### src/rtl/sum_disp_pkg.sv
// Shared types and constants for the sum display scanner: FSM encoding, glyphs, word layout.
// Latency: n/a (package, no logic).
// Backpressure: n/a.
package sum_disp_pkg;

    localparam int NUM_DIGITS = 4;

    typedef enum logic [2:0] {
        ST_IDLE = 3'd0,
        ST_DIG0 = 3'd1,
        ST_DIG1 = 3'd2,
        ST_DIG2 = 3'd3,
        ST_DIG3 = 3'd4
    } state_t;

    // Active-low segment patterns, bit order {g,f,e,d,c,b,a}
    localparam logic [6:0] GLYPH_0     = 7'b1000000;
    localparam logic [6:0] GLYPH_1     = 7'b1111001;
    localparam logic [6:0] GLYPH_2     = 7'b0100100;
    localparam logic [6:0] GLYPH_3     = 7'b0110000;
    localparam logic [6:0] GLYPH_4     = 7'b0011001;
    localparam logic [6:0] GLYPH_5     = 7'b0010010;
    localparam logic [6:0] GLYPH_6     = 7'b0000010;
    localparam logic [6:0] GLYPH_7     = 7'b1111000;
    localparam logic [6:0] GLYPH_E     = 7'b0000110;
    localparam logic [6:0] GLYPH_BLANK = 7'b1111111;

    // One adder observation: operands plus the reported {cout,s1,s0}
    typedef struct packed {
        logic [1:0] a;
        logic [1:0] b;
        logic [2:0] sum;
    } word_t;

    function automatic logic [6:0] digit_glyph(input logic [2:0] val);
        logic [6:0] g;
        case (val)
            3'd0:    g = GLYPH_0;
            3'd1:    g = GLYPH_1;
            3'd2:    g = GLYPH_2;
            3'd3:    g = GLYPH_3;
            3'd4:    g = GLYPH_4;
            3'd5:    g = GLYPH_5;
            3'd6:    g = GLYPH_6;
            default: g = GLYPH_7;
        endcase
        return g;
    endfunction

endpackage

### src/rtl/sum_display_scan_seg7_decode.sv
// Maps {blank, err, val[2:0]} to an active-low 7-segment pattern; blank wins over err.
// Latency: combinational.
// Backpressure: none.
// Ports: blank/err/val in, seg[6:0] out ({g,f,e,d,c,b,a}, active low).
module seg7_decode
    import sum_disp_pkg::*;
(
    input  logic       blank,
    input  logic       err,
    input  logic [2:0] val,
    output logic [6:0] seg
);

    always_comb begin
        seg = GLYPH_BLANK;
        if (blank) begin
            seg = GLYPH_BLANK;
        end else if (err) begin
            seg = GLYPH_E;
        end else begin
            seg = digit_glyph(val);
        end
    end

endmodule

### src/rtl/sum_display_scan.sv
// Shows a 2-bit adder's operands and result on a 4-digit multiplexed 7-segment display.
// Latency: a new word is shown within one frame (4 ticks); seg/an/dp lag the tick edge by one cycle.
// Backpressure: in_ready low while the one-word shadow holds a word not yet copied to the display.
// Ports: CLK100MHZ, CPU_RESETN (async, active low); in_valid/in_ready handshake with in_a, in_b,
//        in_sum; seg[6:0], dp, an[7:0] active-low display drive (an[7:4] always 1).
// Optional build macro SUM_DISP_CHECK_EN: flags words whose sum disagrees with a+b and shows E with dp lit.
module sum_display_scan
    import sum_disp_pkg::*;
#(
    parameter int REFRESH_DIV = 100000,
    parameter int SIM_FAST    = 0
) (
    input  logic       CLK100MHZ,
    input  logic       CPU_RESETN,
    input  logic       in_valid,
    output logic       in_ready,
    input  logic [1:0] in_a,
    input  logic [1:0] in_b,
    input  logic [2:0] in_sum,
    output logic [6:0] seg,
    output logic       dp,
    output logic [7:0] an
);

    localparam int PERIOD = (SIM_FAST != 0) ? 4 : REFRESH_DIV;
    localparam int DIV_W  = (PERIOD > 1) ? $clog2(PERIOD) : 1;
    localparam logic [DIV_W-1:0] DIV_LAST = DIV_W'(PERIOD - 1);

    // ---------------- digit slot divider ----------------
    logic [DIV_W-1:0] div_cnt;
    logic             tick;

    assign tick = (div_cnt == DIV_LAST);

    always_ff @(posedge CLK100MHZ or negedge CPU_RESETN) begin
        if (!CPU_RESETN) begin
            div_cnt <= '0;
        end else if (tick) begin
            div_cnt <= '0;
        end else begin
            div_cnt <= div_cnt + 1'b1;
        end
    end

    // ---------------- shadow buffer + scan FSM ----------------
    state_t state;
    word_t  shadow;
    word_t  disp;
    logic   shadow_full;
    logic   accept;
    logic   copy;

    assign accept = in_valid && in_ready;
    // Copies happen only when the display is idle or at the frame boundary,
    // so a frame never mixes digits from two different words.
    assign copy   = tick && shadow_full && ((state == ST_IDLE) || (state == ST_DIG3));

`ifdef SUM_DISP_CHECK_EN
    logic disp_err;
    logic shadow_err;
    assign shadow_err = (shadow.sum != ({1'b0, shadow.a} + {1'b0, shadow.b}));
`endif

    always_ff @(posedge CLK100MHZ or negedge CPU_RESETN) begin
        if (!CPU_RESETN) begin
            state       <= ST_IDLE;
            shadow      <= '0;
            disp        <= '0;
            shadow_full <= 1'b0;
            in_ready    <= 1'b1;
`ifdef SUM_DISP_CHECK_EN
            disp_err    <= 1'b0;
`endif
        end else begin
            if (accept) begin
                shadow <= '{a: in_a, b: in_b, sum: in_sum};
            end

            // accept and copy are mutually exclusive (ready == !full), so
            // ready simply tracks the next-cycle emptiness of the shadow.
            if (accept) begin
                shadow_full <= 1'b1;
            end else if (copy) begin
                shadow_full <= 1'b0;
            end
            in_ready <= !(accept || (shadow_full && !copy));

            if (copy) begin
                disp <= shadow;
`ifdef SUM_DISP_CHECK_EN
                disp_err <= shadow_err;
`endif
            end

            if (tick) begin
                case (state)
                    ST_IDLE: if (shadow_full) state <= ST_DIG0;
                    ST_DIG0: state <= ST_DIG1;
                    ST_DIG1: state <= ST_DIG2;
                    ST_DIG2: state <= ST_DIG3;
                    ST_DIG3: state <= ST_DIG0;
                    default: state <= ST_IDLE;
                endcase
            end
        end
    end

    // ---------------- digit content and output registers ----------------
    logic [NUM_DIGITS-1:0] digit_sel;
    logic                  dig_blank;
    logic                  dig_err;
    logic [2:0]            dig_val;
    logic [6:0]            dec_seg;
    logic [NUM_DIGITS-1:0] an_low_q;
    logic [6:0]            seg_q;

    always_comb begin
        digit_sel = '0;
        dig_blank = 1'b1;
        dig_err   = 1'b0;
        dig_val   = 3'd0;
        case (state)
            ST_DIG0: begin
                digit_sel = NUM_DIGITS'(1);
                dig_blank = 1'b0;
                dig_val   = disp.sum;
`ifdef SUM_DISP_CHECK_EN
                dig_err   = disp_err;
`endif
            end
            ST_DIG1: begin
                digit_sel = NUM_DIGITS'(2);
            end
            ST_DIG2: begin
                digit_sel = NUM_DIGITS'(4);
                dig_blank = 1'b0;
                dig_val   = {1'b0, disp.b};
            end
            ST_DIG3: begin
                digit_sel = NUM_DIGITS'(8);
                dig_blank = 1'b0;
                dig_val   = {1'b0, disp.a};
            end
            default: begin
                digit_sel = '0;
            end
        endcase
    end

    seg7_decode u_decode (
        .blank (dig_blank),
        .err   (dig_err),
        .val   (dig_val),
        .seg   (dec_seg)
    );

    always_ff @(posedge CLK100MHZ or negedge CPU_RESETN) begin
        if (!CPU_RESETN) begin
            an_low_q <= '1;
            seg_q    <= GLYPH_BLANK;
        end else begin
            an_low_q <= ~digit_sel;
            seg_q    <= dec_seg;
        end
    end

    assign an  = {{(8 - NUM_DIGITS){1'b1}}, an_low_q};
    assign seg = seg_q;

`ifdef SUM_DISP_CHECK_EN
    logic dp_q;
    always_ff @(posedge CLK100MHZ or negedge CPU_RESETN) begin
        if (!CPU_RESETN) begin
            dp_q <= 1'b1;
        end else begin
            dp_q <= !((state == ST_DIG0) && disp_err);
        end
    end
    assign dp = dp_q;
`else
    assign dp = 1'b1;
`endif

endmodule

### config.mk
export PLATFORM = sky130hd
export DESIGN_NAME = sum_display_scan
export DESIGN_NICKNAME = d
export VERILOG_FILES = /design/src/rtl/sum_disp_pkg.sv /design/src/rtl/sum_display_scan_seg7_decode.sv /design/src/rtl/sum_display_scan.sv
export SDC_FILE = /design/constraint.sdc
export NUM_CORES = 1
export LEC_CHECK = 0
export CAP_MARGIN = 20
export CORE_MARGIN = 3
export CORE_UTILIZATION = 43
export DETAILED_ROUTE_END_ITERATION = 12
export GPL_TIMING_DRIVEN = 0
export PLACE_DENSITY = 0.65
export SETUP_SLACK_MARGIN = 0.02
export SYNTH_ARGS = -nofsm -noshare
export SYNTH_HDL_FRONTEND = slang
export SYNTH_SLANG_ARGS = --single-unit
### constraint.sdc
create_clock -name CLK100MHZ -period 3.5 [get_ports CLK100MHZ]
set_clock_uncertainty 0.15 [all_clocks]
set_input_delay 0.525 -clock CLK100MHZ [delete_from_list [all_inputs] [get_ports CLK100MHZ]]
set_output_delay 0.525 -clock CLK100MHZ [all_outputs]
set_load 0.05 [all_outputs]
; Yosys cells after proc, flatten, opt, wreduce, memory -nomap -nowiden
; Index checks and enable logic that the tools add are counted.
[totals]
register_bits = 47
input_bits = 10
[op_classes]
add_sub_neg = 1
eq_ne = 12
n_mux = 9
bitwise_logic = 1
reduce_logical = 13
[ops]
columns = cell, count
row1 = 7-bit one-hot mux with 7 select lines, 1
row2 = "17-bit by 1-bit adder with 17-bit output, second input constant", 1
row3 = "17-bit == test, second input constant", 1
row4 = 17-bit 2-to-1 mux, 1
row5 = 4-bit one-hot mux with 4 select lines, 1
row6 = 3-bit one-hot mux with 5 select lines, 1
row7 = "3-bit by 2-bit == test with 1-bit output, second input constant", 4
row8 = "3-bit == test, second input constant", 4
row9 = 3-bit one-hot mux with 3 select lines, 1
row10 = 7-bit 2-to-1 mux, 1
row11 = "3-bit by 1-bit == test with 1-bit output, second input constant", 2
row12 = 3-bit logical NOT, 2
row13 = 1-bit logical AND, 4
row14 = 4-bit inverter, 1
row15 = 3-bit 2-to-1 mux, 1
row16 = 3-bit OR reduction, 1
row17 = 1-bit logical NOT, 2
row18 = 1-bit logical OR, 2
row19 = 1-bit 2-to-1 mux, 2
row20 = "2-bit != test, second input constant", 1
row21 = 2-bit AND reduction, 1
row22 = 2-bit nonzero test, 1

; Logic depth before layout (Yosys ltp)
[logic_depth]
ltp_word = 7
mapped_depth = 8
ltp_nobuf = 6

; Modules after synthesis
; From an unflattened synthesis, not the netlist that was laid out.
[unflattened]
hier_cells = 190
area_unflattened_um2 = 2188.3
[modules_own_cells]
columns = mod, n_inst, cells_per_inst, area_per_inst_um2, seq_area_each_um2
row1 = sum_display_scan, 1, 167, 2043.2, 1191.1
row2 = seg7_decode, 1, 23, 145.1, 0.0

; Worst setup path after synthesis
; OpenSTA, ideal clock, no wires.
[synth_path]
kind = register to register
from = register div_cnt[0]
to = register disp[0] in the netlist's numbering
arrival_ps = 1813
required_ps = 3225
path_slack_ps = 1412
path_stages_with_launch = 9
n_path_buf = 2
synth_period_minus_slack_ps = 2088
cell_sequence = dfrtp_1 ha_1 and4_4 and2_1 and4_1 buf_6 and3_4 buf_8 mux2_4
[synth_between]
elab_chain_cells = 3
[synth_lines]
columns = element, line_no
row1 = "start, declared", sum_display_scan.sv:30  ; logic [DIV_W-1:0] div_cnt;
row2 = "start signal, assigned", sum_display_scan.sv:41  ; div_cnt <= div_cnt + 1'b1;
row3 = 17-bit == test, sum_display_scan.sv:33  ; assign tick = (div_cnt == DIV_LAST);
row4 = 1-bit logical AND (2 in a row), sum_display_scan.sv:56  ; assign copy = tick && shadow_full && ((state == ST_IDLE) || (state == ST_DIG3));
row5 = "end signal, assigned", sum_display_scan.sv:89  ; disp <= shadow;
row6 = "end, declared", sum_display_scan.sv:48  ; word_t disp;
; Every way passes these cells.
; A chain may end at the register's enable or synchronous reset.

; Worst setup path in the final report
[layout_path]
from = register in_ready
to = output in_ready
[layout_lines]
columns = element, line_no
row1 = "start, declared", sum_display_scan.sv:16  ; output logic in_ready,
row2 = "start signal, assigned", sum_display_scan.sv:86  ; in_ready <= !(accept || (shadow_full && !copy));
; No word-level cell between the ends.

==> results.md <==
* Class of the worst hold path: primary input to async pin
* Area inside the core boundary at 0.00479 sq mm
* Unrepaired setup endpoints after global routing: false
* Area of the die at 0.00592 sq mm
* Number of library cell types mapped by synthesis at 41
* Critical Path Sink Type: primary output
* Total DRC errors in the routed layout at 0
* Detail-routed via count per cell at 4.93
* Area growth from synthesis to layout at 20.2%
* Worst path slowest cell: sky130_fd_sc_hd__clkdlybuf4s50_1
* Post-synthesis cell area at 0.00217 sq mm
* Power per cell area at 406 mW/mm^2
* Count of H-tree levels built during CTS at 2
* Fraction of layout instances using a drive strength above 1 at 26.0%
* Total buffers and inverters traversed by the critical path at 1
* Sequential area share after synthesis at 55.0%
* Critical path arrival at 1.64 ns
* Smallest hold slack at -0.00106 ns
* Portion of the clock cycle consumed by the worst path in the final layout at 66.1%
* Flop and latch count out of synthesis at 47
* GP Congestion at 0.807
* Met1 track demand over resource at 16.7%
* GR met3 Demand/Resource at 3.76%
* Least-Margin Pin Slew at 0.606 ns
* Peak VDD IR at 0.000194 V
* Detailed placement HPWL at 2630 um
* Post-layout min period at 2.31 ns
* Number of hold buffers added after CTS at 0
* Post-layout worst setup margin at 1.19 ns
* Chip height at 77.0 um
* Result of the run: finished, violations left
* First-pass detailed-route iteration total at 4
* Req. time, crit path at 2.82 ns
* Die X-Extent at 77.0 um
* Antenna violations before repair at 0
* Yosys warning count at 0
* Initial Utilization at 45.3%
* Maximum fanout encountered on the critical timing path at 3
* Per-cell routed wire length at 12.8 um
* Total power of the final layout at 0.00106 W
* Worst path cell trace: clkdlybuf4s50_1
* Number of buffers created by CTS at 5
* Highest achievable clock rate at 432 MHz
* Failing checks: hold timing
* Sum of negative setup slack at 0 ns
* Clock root buffer: sky130_fd_sc_hd__clkbuf_8
* Vias at 1391
* Total length of routed wires at 3610 um
* Maximum cell stage delay along the critical path at 0.80 ns
* All-layer global routing usage at 13.0%
* Post-Place Cells at 274
* TritonCTS clock tree: built
* Worst setup slack for register-to-register paths at 1.30 ns
* Slew margin rel. at 59.5%
* Clock Sinks at 47
* I/O pin count at 27
* Capture instance of the worst register-to-register path: disp[4]
* Post-CTS sizing at 0
* Net count, final at 225
* Setup repair bufs after CTS at 0
* Leak Pwr at 1.14 nW
* Beginning of the worst register-to-register path: div_cnt[0]
* Number of cells produced by synthesis at 181
* Maximum number of pins on one net before global-route repair at 30
* Violation count after the first detailed-route iteration at 84
* Depth of the worst register-to-register path at 8
* Non-filler cells, final at 282
* N_diodes at 0
* Global-route wire length before repair at 6310 um
* GR peak layer: met2
* Worst setup path class: register to primary output
* Number of setup violations in the final report at 0
* Kind of start point of the critical path: register
* Cell type group with the largest total delay on the critical path: buffers and inverters
* Mean Syn Cell Area at 12.0 sq um
* FP Rows at 25
* Grt ovf at 0
* Setup Slack @ Placement at 1.31 ns
* Count of pins over their slew limit at 0
* Via count of the first global-routing pass at 1399
* Post-route antenna net violation count at 0
* Max-cap check violation count at 0
* Global Route met2 Usage at 21.2%
* Insertion delay to the later sink of the worst-skew pair at 0.30 ns
* PortBufs at 21
* Maximum buffer depth of the clock tree at 2
* Clock transition time at the flip-flop clock pins of the worst setup and hold paths at 0.09 ns
* Hold violation total from the final report at 2
==> layer usage <==
layer / up-vias / part of all wire [%]
met5: - / 0
met4: 0 / 0.86
met3: 5 / 4.6
met2: 29 / 47
met1: 684 / 47
li1: 673 / -
==> cell families after synthesis <==
logic type | after synthesis | share of synthesized area [%]
buffers and inverters | 15 | 4.56
AOI/OAI and AO/OA | 17 | 6.07
and+or+nand+nor | 67 | 17.3
xor gates and xnor gates | 17 | 6.87
muxes | 16 | 9.47
DFF | 47 | 55.0
other | 1 | 0.173
adders and majority gates | 1 | 0.578
==> worst max path at each step <==
| stage | from | end | slack, ns | depth (start not counted) |
|---|---|---|---|---|
| 5_1_grt | in_ready | in_ready | 1.14 | 1 |
| 6_report | in_ready | in_ready | 1.19 | 1 |
| 4_1_cts | in_ready | in_ready | 1.17 | 1 |
| 2_1_floorplan | div_cnt[0] | disp[0] | 1.41 | 8 |
| 3_3_place_gp | CPU_RESETN | div_cnt[4] | 0.58 | 1 |
| 3_5_place_dp | div_cnt[0] | disp[3] | 1.31 | 8 |
==> Yosys cell counts (all sizes together) <==
library cell  count  area share (%)
a211oi            2             1.8
a21boi            1            0.35
a21oi             7             1.6
a22o              2            0.81
a31oi             1            0.29
and2              1            0.29
and2b             1            0.35
and3              3             1.1
and3b             1            0.40
and4              2            0.92
and4bb            4             2.3
buf              11             3.9
conb              1            0.17
dfrtp            35              40
dfstp            12              15
ha                1            0.58
inv               4            0.69
mux2             15             9.0
mux2i             1            0.46
nand2            16             2.8
nand2b            1            0.29
nand3             7             1.6
nand4             1            0.29
nor2             16             2.8
nor2b             4             1.2
nor3              3            0.69
nor3b             1            0.35
nor4              2            0.58
nor4b             2            0.81
o21ai             3            0.69
o32a              1            0.46
or2               2            0.58
xnor2            10             4.0
xor2              7             2.8
==> sequential cells by signal (all words and copies together) (netlist names) <==
| register | count |
|---|---|
| an_low_q | 4 |
| disp | 7 |
| div_cnt | 17 |
| in_ready | 1 |
| seg | 7 |
| shadow | 7 |
| shadow_full | 1 |
| state | 3 |
==> stage by stage <==
stage	utilization (%)	instance area [sq um]
CTS	54.4	2600
global route	54.4	2600
global placement	51.7	2470
floorplan	-	2180
detailed placement	52.0	2490
finish	54.4	2600
==> final cells by class <==
cell class                      instances  area [sq um]
Timing Repair Buffer                   22           225
Multi-Input combinational cell        123           891
Clock inverter                          3          43.8
Sequential cell                        47          1190
Inverter                                4          15.0
Buffer                                 11          83.8
Tap cell                               67          83.8
Fill cell                             408          2180
Clock buffer                            5          68.8
==> power breakdown <==
group	total (W)	switching, W	internal [W]
Clock	0.000398	0.000185	0.000213
Sequential	0.000584	0.0000134	0.000571
Combinational	0.0000732	0.0000362	0.0000370
==> cells in the final DEF, fill, tap and decap left out, drive strengths merged, types with 2 or more instances in the layout <==
master         Yosys  layout
buf               11      13
nor2b              4       4
xor2               7       7
xnor2             10      10
nand2             16      16
clkdlybuf4s50      0      20
o21ai              3       3
a22o               2       2
or2                2       2
nor3               3       3
a211oi             2       2
and4               2       2
dfrtp             35      35
inv                4       4
nor4b              2       2
nand3              7       7
and3               3       3
nor4               2       2
dfstp             12      12
conb               1       5
mux2              15      15
clkinv             0       2
a21oi              7       7
and4bb             4       4
nor2              16      16
clkbuf             0       5
Note: power is estimated with default switching activity, not from simulation.
